===== src/rtl/fetch_unit.sv =====
// Instruction fetch initiator: issues 1-cycle-latency icache reads into a credit-checked fetch queue feeding decode.
// Optional FETCH_PERF_EN macro adds bundle/stall/redirect performance counters.
package uarch_pkg;
  localparam int FETCH_WIDTH   = 2;
  localparam int CPU_ADDR_BITS = 32;
endpackage

module fetch_unit
  import uarch_pkg::*;
#(
  parameter logic [CPU_ADDR_BITS-1:0] RESET_PC = '0,
  parameter int                       FQ_DEPTH = 4
) (
  input  logic                        clk,
  input  logic                        rst_n,
  output logic [CPU_ADDR_BITS-1:0]    icache_addr,
  output logic                        icache_re,
  input  logic [FETCH_WIDTH*32-1:0]   icache_dout,
  input  logic                        icache_dout_val,
  output logic                        icache_stall,
  input  logic                        redirect_val,
  input  logic [CPU_ADDR_BITS-1:0]    redirect_pc,
  output logic                        fq_val,
  input  logic                        fq_rdy,
  output logic [FETCH_WIDTH*32-1:0]   fq_bundle,
  output logic [CPU_ADDR_BITS-1:0]    fq_pc,
  output logic [31:0]                 perf_bundles,
  output logic [31:0]                 perf_stalls,
  output logic [31:0]                 perf_redirects
);

  localparam int PW = $clog2(FQ_DEPTH);
  localparam int BW = FETCH_WIDTH * 32;
  localparam logic [CPU_ADDR_BITS-1:0] PC_STEP = CPU_ADDR_BITS'(4 * FETCH_WIDTH);
  localparam logic [PW+1:0] DEPTH_W = (PW+2)'(FQ_DEPTH);
  localparam logic [PW:0]   CNT_ONE = (PW+1)'(1);
  localparam logic [PW-1:0] PTR_ONE = PW'(1);

  logic                     active;
  logic                     inflight;
  logic                     kill;
  logic [CPU_ADDR_BITS-1:0] pc;
  logic [CPU_ADDR_BITS-1:0] pc_inflight;
  logic [PW-1:0]            rd_ptr;
  logic [PW-1:0]            wr_ptr;
  logic [PW:0]              count;

  logic [BW-1:0]            bundle_mem [FQ_DEPTH];
  logic [CPU_ADDR_BITS-1:0] pc_mem     [FQ_DEPTH];

  logic [PW+1:0]            credit_used;
  logic                     issue;
  logic                     wr_en;
  logic                     pop;

  // Credits cover queued entries plus the one response that may still land; pops this cycle are not counted.
  assign credit_used = {1'b0, count} + {{(PW+1){1'b0}}, inflight};
  assign issue       = active & ~redirect_val & (credit_used < DEPTH_W);
  assign wr_en       = icache_dout_val & inflight & ~kill & ~redirect_val;
  assign pop         = fq_val & fq_rdy & ~redirect_val;

  assign icache_re    = issue;
  assign icache_addr  = pc;
  assign icache_stall = 1'b0;

  assign fq_val    = (count != '0);
  assign fq_bundle = fq_val ? bundle_mem[rd_ptr] : '0;
  assign fq_pc     = fq_val ? pc_mem[rd_ptr]     : '0;

  always_ff @(posedge clk or negedge rst_n) begin
    if (!rst_n) begin
      active      <= 1'b0;
      inflight    <= 1'b0;
      kill        <= 1'b0;
      pc          <= RESET_PC;
      pc_inflight <= '0;
    end else begin
      active <= 1'b1;
      if (redirect_val) begin
        pc       <= {redirect_pc[CPU_ADDR_BITS-1:2], 2'b00};
        kill     <= inflight;
        inflight <= 1'b0;
      end else begin
        kill     <= 1'b0;
        inflight <= issue;
        if (issue) begin
          pc          <= pc + PC_STEP;
          pc_inflight <= pc;
        end
      end
    end
  end

  always_ff @(posedge clk or negedge rst_n) begin
    if (!rst_n) begin
      rd_ptr <= '0;
      wr_ptr <= '0;
      count  <= '0;
    end else if (redirect_val) begin
      rd_ptr <= '0;
      wr_ptr <= '0;
      count  <= '0;
    end else begin
      if (pop)   rd_ptr <= rd_ptr + PTR_ONE;
      if (wr_en) wr_ptr <= wr_ptr + PTR_ONE;
      case ({wr_en, pop})
        2'b10:   count <= count + CNT_ONE;
        2'b01:   count <= count - CNT_ONE;
        default: count <= count;
      endcase
    end
  end

  // Payload storage needs no reset: reads are masked by fq_val.
  always_ff @(posedge clk) begin
    if (wr_en) begin
      bundle_mem[wr_ptr] <= icache_dout;
      pc_mem[wr_ptr]     <= pc_inflight;
    end
  end

`ifdef FETCH_PERF_EN
  logic [31:0] bundles_q;
  logic [31:0] stalls_q;
  logic [31:0] redirects_q;

  always_ff @(posedge clk or negedge rst_n) begin
    if (!rst_n) begin
      bundles_q   <= '0;
      stalls_q    <= '0;
      redirects_q <= '0;
    end else begin
      if (wr_en)                                bundles_q   <= bundles_q + 32'd1;
      if (active & ~redirect_val & ~icache_re)  stalls_q    <= stalls_q + 32'd1;
      if (redirect_val)                         redirects_q <= redirects_q + 32'd1;
    end
  end

  assign perf_bundles   = bundles_q;
  assign perf_stalls    = stalls_q;
  assign perf_redirects = redirects_q;
`else
  assign perf_bundles   = '0;
  assign perf_stalls    = '0;
  assign perf_redirects = '0;
`endif

endmodule


===== config.mk =====
export PLATFORM = sky130hd
export DESIGN_NAME = fetch_unit
export DESIGN_NICKNAME = d
export VERILOG_FILES = /design/src/rtl/fetch_unit.sv
export SDC_FILE = /design/constraint.sdc
export NUM_CORES = 1
export LEC_CHECK = 0
export CORE_UTILIZATION = 53
export DETAILED_ROUTE_END_ITERATION = 10
export PLACE_DENSITY_LB_ADDON = 0.3
export SETUP_SLACK_MARGIN = 0.2
export SLEW_MARGIN = 25
export SYNTH_ARGS = -nofsm -noshare
export SYNTH_HDL_FRONTEND = slang
export SYNTH_SLANG_ARGS = --single-unit

===== constraint.sdc =====
create_clock -name clk -period 5.15 [get_ports clk]
set_clock_uncertainty 0.2 [all_clocks]
set_input_delay 1.03 -clock clk [delete_from_list [all_inputs] [get_ports clk]]
set_output_delay 1.03 -clock clk [all_outputs]
set_load 0.02 [all_outputs]

* Word-level counts from Yosys, hierarchy flattened
Memory sizes are Yosys's and may differ from the RTL's. Cells that the tools add are included.
Word-level totals: register bits 74, bits in latches 0, bits in writable memories 384, ROM bits 0, input port bits 101, output and inout bits 227, logic and storage cells 48, memories kept 2
Cells by class: $add $sub $neg 6, $mul 0, div/mod/pow operators 0, magnitude comparators 1, eq/ne operators 2, shift operators 0, mux-type cells 14, bitwise logic cells 9, reductions and logical operators 6
Memories:
- bundle_mem | depth 4, bits a word 64, rd ports 1, clocked after memory_dff 0, write ports 1, RTL line 48 | logic [BW-1:0] bundle_mem [FQ_DEPTH];
- pc_mem | depth 4, bits a word 32, rd ports 1, clocked after memory_dff 0, write ports 1, RTL line 49 | logic [CPU_ADDR_BITS-1:0] pc_mem [FQ_DEPTH];
Operators with widths (number):
- $mux W32 | 3
- $mux W64 | 1
- $add A32 B4 Y32 const B | 1
- $mux W2 | 4
- $and A1 B1 Y1 | 7
- $pmux W3 S2 | 1
- $reduce_bool A2 Y1 | 3
- $reduce_bool A3 Y1 | 2
- $add A2 B1 Y2 const B | 2
- $add A3 B1 Y4 | 1
- $lt A4 B3 Y1 const B | 1
- $mux W1 | 4
- $add A3 B1 Y3 const B | 1
- $mux W3 | 1
- $sub A3 B1 Y3 const B | 1
- $eq A2 B1 Y1 const B | 1
- $eq A2 B2 Y1 const B | 1
- $not A1 Y1 | 2
- $reduce_and A2 Y1 | 1

* Longest topological paths before layout
Gate-level depths: netlist of the first run.
depth in word-level cells 6, gate-level depth with buffers 10, mapped depth without buffers 9

* Least setup slack after synthesis of the first run
No wires, ideal clock.
path kind input to register, start input redirect_val, end memory bundle_mem[0][0] (netlist bit) (enable), data arrival time 3759 ps, setup slack 727 ps, stages 4, cells stage by stage clkbuf_1 > buf_2 > nor2_1 > and2_1
On the way: longest elaborated chain between the ends 4
Ends and longest elaborated chain:
- start, declared | RTL line 21 | input logic redirect_val,
- $not A1 Y1 (no line)
- $and A1 B1 Y1 | RTL line 59 | assign wr_en = icache_dout_val & inflight & ~kill & ~redirect_val;
- $mux W1 | RTL line 116 | if (wr_en) begin
- $mux W1 (implied by the code) | RTL line 117 | bundle_mem[wr_ptr] <= icache_dout;
- end, declared | RTL line 48
No other way between the ends.

* Worst setup path in the final report of the first run
start register rd_ptr[0], end output fq_bundle[11]
On the way: longest elaborated chain between the ends 2
Ends and longest elaborated chain:
- start, declared | RTL line 44 | logic [PW-1:0] rd_ptr;
- start signal, assigned | RTL line 104 | if (pop) rd_ptr <= rd_ptr + PTR_ONE;
- $mem_v2 Z4 W64
- $mux W64 | RTL line 67 | assign fq_bundle = fq_val ? bundle_mem[rd_ptr] : '0;
- end, declared | RTL line 25 | output logic [FETCH_WIDTH*32-1:0] fq_bundle,
No other way between the ends.

==> reports/qor.tcl, run 1 <==
set qor(status) {finished clean}
set qor(leakage_nw) 7.74
set qor(power_frac_comb_pct) 27.5
set qor(clock.fmax_mhz) 235
set qor(ys.flop_type) {sky130_fd_sc_hd__edfxtp_1}
set qor(global_route_wire_length_before_repair_um) 55900
set qor(internal_power_mw) 7.45
set qor(fill_cell_instance_count_of_the_final_layout) 2384
set qor(via_count) 9846
set qor(syn_area_sq_mm) 0.0184
set qor(fin_tns_setup_ps) 0
set qor(synth_seq_area_share_pct) 70.9
set qor(core_area_sq_mm) 0.0339
set qor(number_of_global_route_vias_before_repair) 10108
set qor(asyncSetResetFlopFracSynth_pct) 15.7
set qor(ys.warnings.count) 0
set qor(final.min_clock_period_ps) 4250
set qor(synth_largest_area_cell) {sky130_fd_sc_hd__edfxtp_1}
set qor(cts_post_setup_buffers_inserted) 0
set qor(worstHoldPathType) {register to register}
set qor(final_hpwl_dp_um) 21200
set qor(die_width_um) 188
set qor(finalCoreUtilization_pct) 65.8
set qor(synth_seq_cells) 446
set qor(multi_input_area_sq_mm) 0.00471
set qor(postSynthCellCount) 1079
set qor(synth_largest_type_area_fraction_pct) 61.4
set qor(cp.arrival_ps) 3020
set qor(die_outline_area_sq_mm) 0.0354
set qor(crit-reg2reg-capture) {count[2]$_DFFE_PN0P_}
set qor(endpoint) {fq_bundle[11]}
set qor(drc) 0
set qor(grt_setup_unrepaired) {no}
set qor(cts_made_buffers) 45
set qor(cts_buffer_depth) 3
set qor(pin_count_of_the_biggest_net_entering_global_routing) 57
set qor(die_h_um) 188
set qor(gp_congestion) 0.824
set qor(regToRegSetupSlack_ps) 2530
set qor(synth_edf_count) 376
set qor(slew_viol_final) 0
set qor(yosysMostFrequentCell) {sky130_fd_sc_hd__edfxtp_1}
set qor(power.share.sequential_pct) 42.3
set qor(final_net_count) 1425
set qor(drt-total-wl_um) 35500
set qor(post_route_cells_drive_above_1_share_pct) 14.3
set qor(swShare_pct) 28.7
set qor(worstRegToRegCells) 8
set qor(worst_hold_path.num_cells) 0
set qor(power.total_mw) 10.5
set qor(initialDrtViolationCount) 633
set qor(postSynthAreaPerCell_sq_um) 17.0
set qor(p_per_area_mw_per_mm2) 469
set qor(timing.max_slew.rel_slack_pct) 38.3
set qor(floorplan.initialDensity_pct) 54.3
set qor(clkSinkCount) 446
set qor(numPortBuffers) 224
set qor(crit_start) {rd_ptr[0]$_DFFE_PN0P_}
set qor(total_overflow_reported_by_the_global_router) 0
set qor(placedInstanceArea_sq_mm) 0.0208
set qor(post_cts_resized) 0
set qor(clock_power_share_pct) 30.2
set qor(required_ps) 3920
set qor(n_antenna_cell) 0
set qor(grt_util_all_layers_pct) 20.3
set qor(routedWlPerCell_um) 19.7
set qor(setup_violations) 0
set qor(worstSkewPairLatency_ps) 530
set qor(number_of_maximum_capacitance_violations) 0
set qor(detail_route.vias_per_cell) 5.47
set qor(timing_worst_setup_path_type) {register to output pin}
set qor(ant_nets) 0
set qor(finalCritPeriodShare_pct) 82.5
set qor(worst_setup_hold_path_clk_slew_ps) 60
set qor(switching_power_summed_over_all_nets_mw) 3.00
set qor(cts_tree) {yes}
set qor(critPathCaptureType) {output pin}
set qor(post-route-cell-area_sq_mm) 0.0223
set qor(ff_latch_area_sq_mm) 0.0131
set qor(vdd_drop_max_uv) 271
set qor(synth_cell_type_count) 50
set qor(timing.final.hold_violations) 0
set qor(syn2layout_area_growth_pct) 21.2
set qor(design.portCount) 328
set qor(critical_path.startpoint_type) {register}
set qor(drt_pre_antenna_iters) 6
set qor(antenna_found_initial) 0
set qor(clockRootBuffer) {sky130_fd_sc_hd__clkbuf_16}
set qor(synthTopCellsByCount) {sky130_fd_sc_hd__edfxtp_1, sky130_fd_sc_hd__nand2_1, sky130_fd_sc_hd__buf_4}
set qor(h-tree-depth) 2
set qor(rr_startpoint) {count[0]$_DFFE_PN0P_}
set qor(synthTopCellsByArea) {sky130_fd_sc_hd__edfxtp_1, sky130_fd_sc_hd__mux4_2, sky130_fd_sc_hd__dfrtp_1, sky130_fd_sc_hd__buf_4, sky130_fd_sc_hd__and2_1}
set qor(timing_worst_slew_pin_value_ps) 926
set qor(placementRows) 67
set qor(cts_hold_fix_bufs) 0
set qor(crit_fanout) 29
set qor(worst_hold_startpoint) {pc_inflight[7]$_DFFE_PN0P_}
## cell families (layout without fill, tap and decap cells)
group                    Yosys count  count (layout)  synth area share (%)
flip-flops                       446             446                  70.9
AND/OR/NAND/NOR                  297             297                  8.57
buffers and inverters            160             334                  5.59
multiplexers                      99              99                  11.8
AO/OA/AOI/OAI                     61              61                  2.23
XOR/XNOR                           8               8                 0.381
adder cells (fa/ha/maj)            6               6                 0.449
other                              2             102                0.0408
## cell type report
| type | count | area share (%) |
|---|---|---|
| Sequential cell | 446 | 58.6 |
| Multi-Input combinational cell | 573 | 21.1 |
| Inverter | 9 | 0.152 |
| Timing Repair Buffer | 243 | 11.1 |
| Clock inverter | 25 | 1.01 |
| Clock buffer | 57 | 5.49 |
| Tap cell | 448 | 2.52 |
## critical path, cell delays in order (launching register included)
cell and delay [ps]:
sky130_fd_sc_hd__dfrtp_4 840, sky130_fd_sc_hd__buf_4 380, sky130_fd_sc_hd__mux4_2 540, sky130_fd_sc_hd__and2_1 170, sky130_fd_sc_hd__clkdlybuf4s50_1 540
## per-layer routing
layer | vias to the layer above | GRT usage [%] | wire [um]
met3 | 56 | 3.28 | 2190
met2 | 344 | 34.0 | 17700
li1 | 4385 | - | -
met5 | - | 0 | 0
met4 | 0 | 4.32 | 555
met1 | 5061 | 28.4 | 15000
## state kept, by name (all words and copies together), names as in the netlist
signal / flops
bundle_mem: 256
pc_mem: 120
icache_addr: 30
pc_inflight: 30
count: 3
rd_ptr: 2
wr_ptr: 2
active: 1
inflight: 1
kill: 1
## cell usage in the layout, fill, tap and decap left out, types with 5 or more instances in the layout
cell | Yosys | final
sky130_fd_sc_hd__dfrtp_1 | 70 | 68
sky130_fd_sc_hd__mux4_2 | 94 | 94
sky130_fd_sc_hd__a21oi_1 | 5 | 5
sky130_fd_sc_hd__nand3b_1 | 5 | 5
sky130_fd_sc_hd__buf_4 | 109 | 11
sky130_fd_sc_hd__clkinv_2 | 0 | 6
sky130_fd_sc_hd__inv_1 | 9 | 9
sky130_fd_sc_hd__clkinv_1 | 0 | 11
sky130_fd_sc_hd__nor2_1 | 20 | 20
sky130_fd_sc_hd__conb_1 | 2 | 102
sky130_fd_sc_hd__nand3_1 | 12 | 12
sky130_fd_sc_hd__buf_12 | 0 | 8
sky130_fd_sc_hd__nor2b_1 | 7 | 7
sky130_fd_sc_hd__xor2_1 | 5 | 5
sky130_fd_sc_hd__a221o_1 | 5 | 5
sky130_fd_sc_hd__clkbuf_1 | 23 | 9
sky130_fd_sc_hd__ha_1 | 5 | 5
sky130_fd_sc_hd__and2_1 | 99 | 95
sky130_fd_sc_hd__o21ai_0 | 24 | 24
sky130_fd_sc_hd__o311ai_1 | 6 | 6
sky130_fd_sc_hd__o311ai_0 | 6 | 6
sky130_fd_sc_hd__clkdlybuf4s50_1 | 0 | 222
sky130_fd_sc_hd__nand4_1 | 11 | 11
sky130_fd_sc_hd__edfxtp_1 | 376 | 376
sky130_fd_sc_hd__nand2_1 | 115 | 114
sky130_fd_sc_hd__clkbuf_16 | 0 | 47
## power groups by stage
stage	registers, mW	logic (mW)	clock network, mW
2_1_floorplan	4.40	1.78	0
3_3_place_gp	4.49	2.87	0
3_5_place_dp	4.50	2.91	0
4_1_cts	4.43	2.93	3.23
5_1_grt	4.46	3.07	3.37
6_report	4.42	2.87	3.16
## through the flow
| stage | instances | hold WS (ps) | setup WS [ps] |
|---|---|---|---|
| finish | 1801 | 317 | 903 |
| global route | 1801 | 325 | 703 |
| CTS | 1801 | 314 | 803 |
| detailed placement | 1719 | 302 | 1380 |
| global placement | 1718 | 289 | 1390 |
| floorplan | 1179 | 276 | 727 |
## how the worst min path moves through the flow
stage                     slack (ps)                 endpoint
final                            320   pc_mem[3][7]$_DFFE_PP_
after global routing             330   pc_mem[3][7]$_DFFE_PP_
after CTS                        310  pc_mem[1][27]$_DFFE_PP_
after detailed placement         300  pc_mem[3][27]$_DFFE_PP_
after global placement           290   pc_mem[1][7]$_DFFE_PP_
after floorplan                  280  pc_mem[0][10]$_DFFE_PP_
(Power assumes the default switching activity.)
==> run 2, diff against run 1 <==
==> constraint.sdc (replaced) <==
create_clock -name clk -period 4.2 [get_ports clk]
set_clock_uncertainty 0.2 [all_clocks]
set_input_delay 0.84 -clock clk [delete_from_list [all_inputs] [get_ports clk]]
set_output_delay 0.84 -clock clk [all_outputs]
set_load 0.02 [all_outputs]
==> run 2 against run 1 <==
Effect of this change:
- sequential cell count is the same
- register-to-register slack lost 920 ps
- global-route usage grew 0.12 points
- design area grew 0.21%
- highest routed layer unchanged
- clock-buffer cell count grew 1
- core utilization grew 0.14 points
- worst hold slack lost 270 ps
- critical path depth is the same
- total power grew 22%
==> reports/qor.tcl, run 2 (same netlist as run 1, synthesis figures left out) <==
set qor(setup_ws_ps) 342 ;# -562 ps
set qor(placementRows) 67 ;# unchanged
set qor(routedWlPerCell_um) 19.9 ;# +1.2%
set qor(power.total_mw) 12.8 ;# +22%
set qor(placedInstanceArea_sq_mm) 0.0209 ;# +0.35%
set qor(number_of_maximum_capacitance_violations) 0 ;# unchanged
set qor(total_overflow_reported_by_the_global_router) 0 ;# unchanged
set qor(setup_violations) 0 ;# unchanged
set qor(p_per_area_mw_per_mm2) 573 ;# +22%
set qor(design.portCount) 328 ;# unchanged
set qor(status) {finished clean}
set qor(final_net_count) 1427 ;# +0.14%
set qor(leakage_nw) 7.76 ;# +0.24%
set qor(swShare_pct) 28.8 ;# +0.064 points
set qor(number_of_global_route_vias_before_repair) 9870 ;# -2.4%
set qor(critical_path.startpoint_type) {register}
set qor(cts_buffer_depth) 3 ;# unchanged
set qor(post_route_cells_drive_above_1_share_pct) 14.5 ;# +0.21 points
set qor(crit_fanout) 15 ;# -48%
set qor(clkSinkCount) 446 ;# unchanged
set qor(critPathCaptureType) {output pin}
set qor(layout_commonest_cell) {sky130_fd_sc_hd__edfxtp_1}
set qor(finalCritPeriodShare_pct) 91.9
set qor(clock.fmax_mhz) 259
set qor(worst_setup_hold_path_clk_slew_ps) 60 ;# about the same
set qor(drt_pre_antenna_iters) 5 ;# -1
set qor(worstRegToRegCells) 7 ;# -1
set qor(switching_power_summed_over_all_nets_mw) 3.68 ;# +23%
set qor(die_outline_area_sq_mm) 0.0354 ;# unchanged
set qor(finalCoreUtilization_pct) 65.9 ;# +0.14 points
set qor(via_count) 9836 ;# -0.10%
set qor(grt_setup_unrepaired) {yes}
set qor(clockRootBuffer) {sky130_fd_sc_hd__clkbuf_16}
set qor(cts_post_setup_buffers_inserted) 0 ;# unchanged
set qor(post-route-cell-area_sq_mm) 0.0223 ;# +0.21%
set qor(global_route_wire_length_before_repair_um) 55800 ;# -0.12%
set qor(timing.critical_path.max_delay_family) {buffers and inverters}
set qor(detail_route.vias_per_cell) 5.45 ;# -0.27%
set qor(cts_tree) {yes}
set qor(reg.largest.list) {bundle_mem (256), pc_mem (120)}
set qor(clock_power_share_pct) 30.0 ;# -0.2 points
set qor(internal_power_mw) 9.11 ;# +22%
set qor(initialDrtViolationCount) 610 ;# -3.6%
set qor(final.min_clock_period_ps) 3860
set qor(timing.critical_path.buf_inv) 2 ;# unchanged
set qor(fin_tns_setup_ps) 0 ;# unchanged
set qor(cp.arrival_ps) 2820 ;# -200 ps
set qor(grt_util_all_layers_pct) 20.4 ;# +0.12 points
set qor(power.share.sequential_pct) 42.2 ;# about the same
set qor(mostFrequentLayoutCells) {sky130_fd_sc_hd__edfxtp_1, sky130_fd_sc_hd__clkdlybuf4s50_1, sky130_fd_sc_hd__nand2_1, sky130_fd_sc_hd__conb_1, sky130_fd_sc_hd__and2_1}
set qor(core_area_sq_mm) 0.0339 ;# unchanged
set qor(worstHoldPathType) {primary input to async pin}
set qor(cp_num_cells) 4 ;# unchanged
set qor(die_h_um) 188 ;# unchanged
set qor(syn2layout_area_growth_pct) 21.4
set qor(final_hpwl_dp_um) 21800 ;# +2.8%
set qor(cp_slowest_cell) {sky130_fd_sc_hd__dfrtp_4}
set qor(vdd_drop_max_uv) 409 ;# +51%
set qor(post-place-ws_ps) 828 ;# -552 ps
set qor(crit-reg2reg-capture) {icache_addr[10]$_DFFE_PN0P_}
set qor(worstSkewPairLatency_ps) 530 ;# about the same
set qor(cts_hold_fix_bufs) 0 ;# unchanged
set qor(floorplan.initialDensity_pct) 54.3 ;# unchanged
set qor(power_frac_comb_pct) 27.9 ;# +0.4 points
set qor(critPathMaxStageDelay_ps) 630 ;# -210 ps
set qor(required_ps) 3160 ;# -760 ps
set qor(post_cts_resized) 0 ;# unchanged
set qor(timing_worst_setup_path_type) {register to output pin}
set qor(largest_register_ff_count) 256 ;# unchanged
set qor(slew_viol_final) 0 ;# unchanged
set qor(cts_made_buffers) 44 ;# -2.2%
set qor(pin_count_of_the_biggest_net_entering_global_routing) 54 ;# -5.3%
set qor(antenna_found_initial) 1 ;# +1
set qor(regMostFlops) {bundle_mem}
set qor(drt-total-wl_um) 36000 ;# +1.4%
set qor(regToRegSetupSlack_ps) 1610 ;# -920 ps
set qor(timing.max_slew.rel_slack_pct) 36.6 ;# -1.7 points
set qor(h-tree-depth) 2 ;# unchanged
set qor(numPortBuffers) 224 ;# unchanged
set qor(timing_worst_slew_pin_value_ps) 947 ;# +21.3 ps
set qor(die_width_um) 188 ;# unchanged
set qor(gp_congestion) 0.844 ;# +2.4%
set qor(timing.final.hold_violations) 0 ;# unchanged
set qor(ant_nets) 0 ;# unchanged
set qor(drc) 0 ;# unchanged
set qor(rr_startpoint) {count[2]$_DFFE_PN0P_}
set qor(crit_path_cell_trace) {buf_4 > mux4_2 > and2_1 > clkdlybuf4s50_1}
run 2: cell type report:
class	count	area (sq um)
diodes	2	5.00
clock buffers	58	1210
clock inverters	22	211
fillers	2350	11500
inverters	9	33.8
multi-input cells	573	4710
flip-flops and latches	446	13100
well taps	448	561
repair buffers	246	2550
run 2: per-layer routing:
| metal | track usage [%] | vias to the layer above | share of wire (%) |
|---|---|---|---|
| met2 | 32.9 | 364 | 49 |
| met3 | 3.41 | 48 | 6.1 |
| li1 | - | 4393 | - |
| met4 | 4.91 | 0 | 1.6 |
| met1 | 29.4 | 5031 | 43 |
| met5 | 0 | - | 0 |
run 2: per-stage QoR:
stage               cells  hold slack [ps]
floorplan            1179              276
global placement     1722              289
detailed placement   1722              309
CTS                  1802             44.2
global route         1803             61.7
finish               1804             49.1
run 2: worst max path at each step:
| stage | startpoint | endpoint | slack, ps |
|---|---|---|---|
| floorplan | redirect_val | bundle_mem[0][0]$_DFFE_PP_ | 1010 |
| global placement | rd_ptr[0]$_DFFE_PN0P_ | fq_pc[22] | 830 |
| detailed placement | rd_ptr[0]$_DFFE_PN0P_ | fq_bundle[56] | 830 |
| CTS | rd_ptr[0]$_DFFE_PN0P_ | fq_bundle[56] | 260 |
| global route | rd_ptr[0]$_DFFE_PN0P_ | fq_bundle[56] | 190 |
| finish | rd_ptr[0]$_DFFE_PN0P_ | fq_bundle[56] | 340 |
run 2: power by group through the flow:
stage	Sequential, mW	Clock (mW)	Combinational [mW]
after global placement	5.47	0	3.60
after floorplan	5.39	0	2.18
after global routing	5.44	4.08	3.81
final	5.40	3.83	3.57
after CTS	5.40	3.90	3.63
after detailed placement	5.49	0	3.62
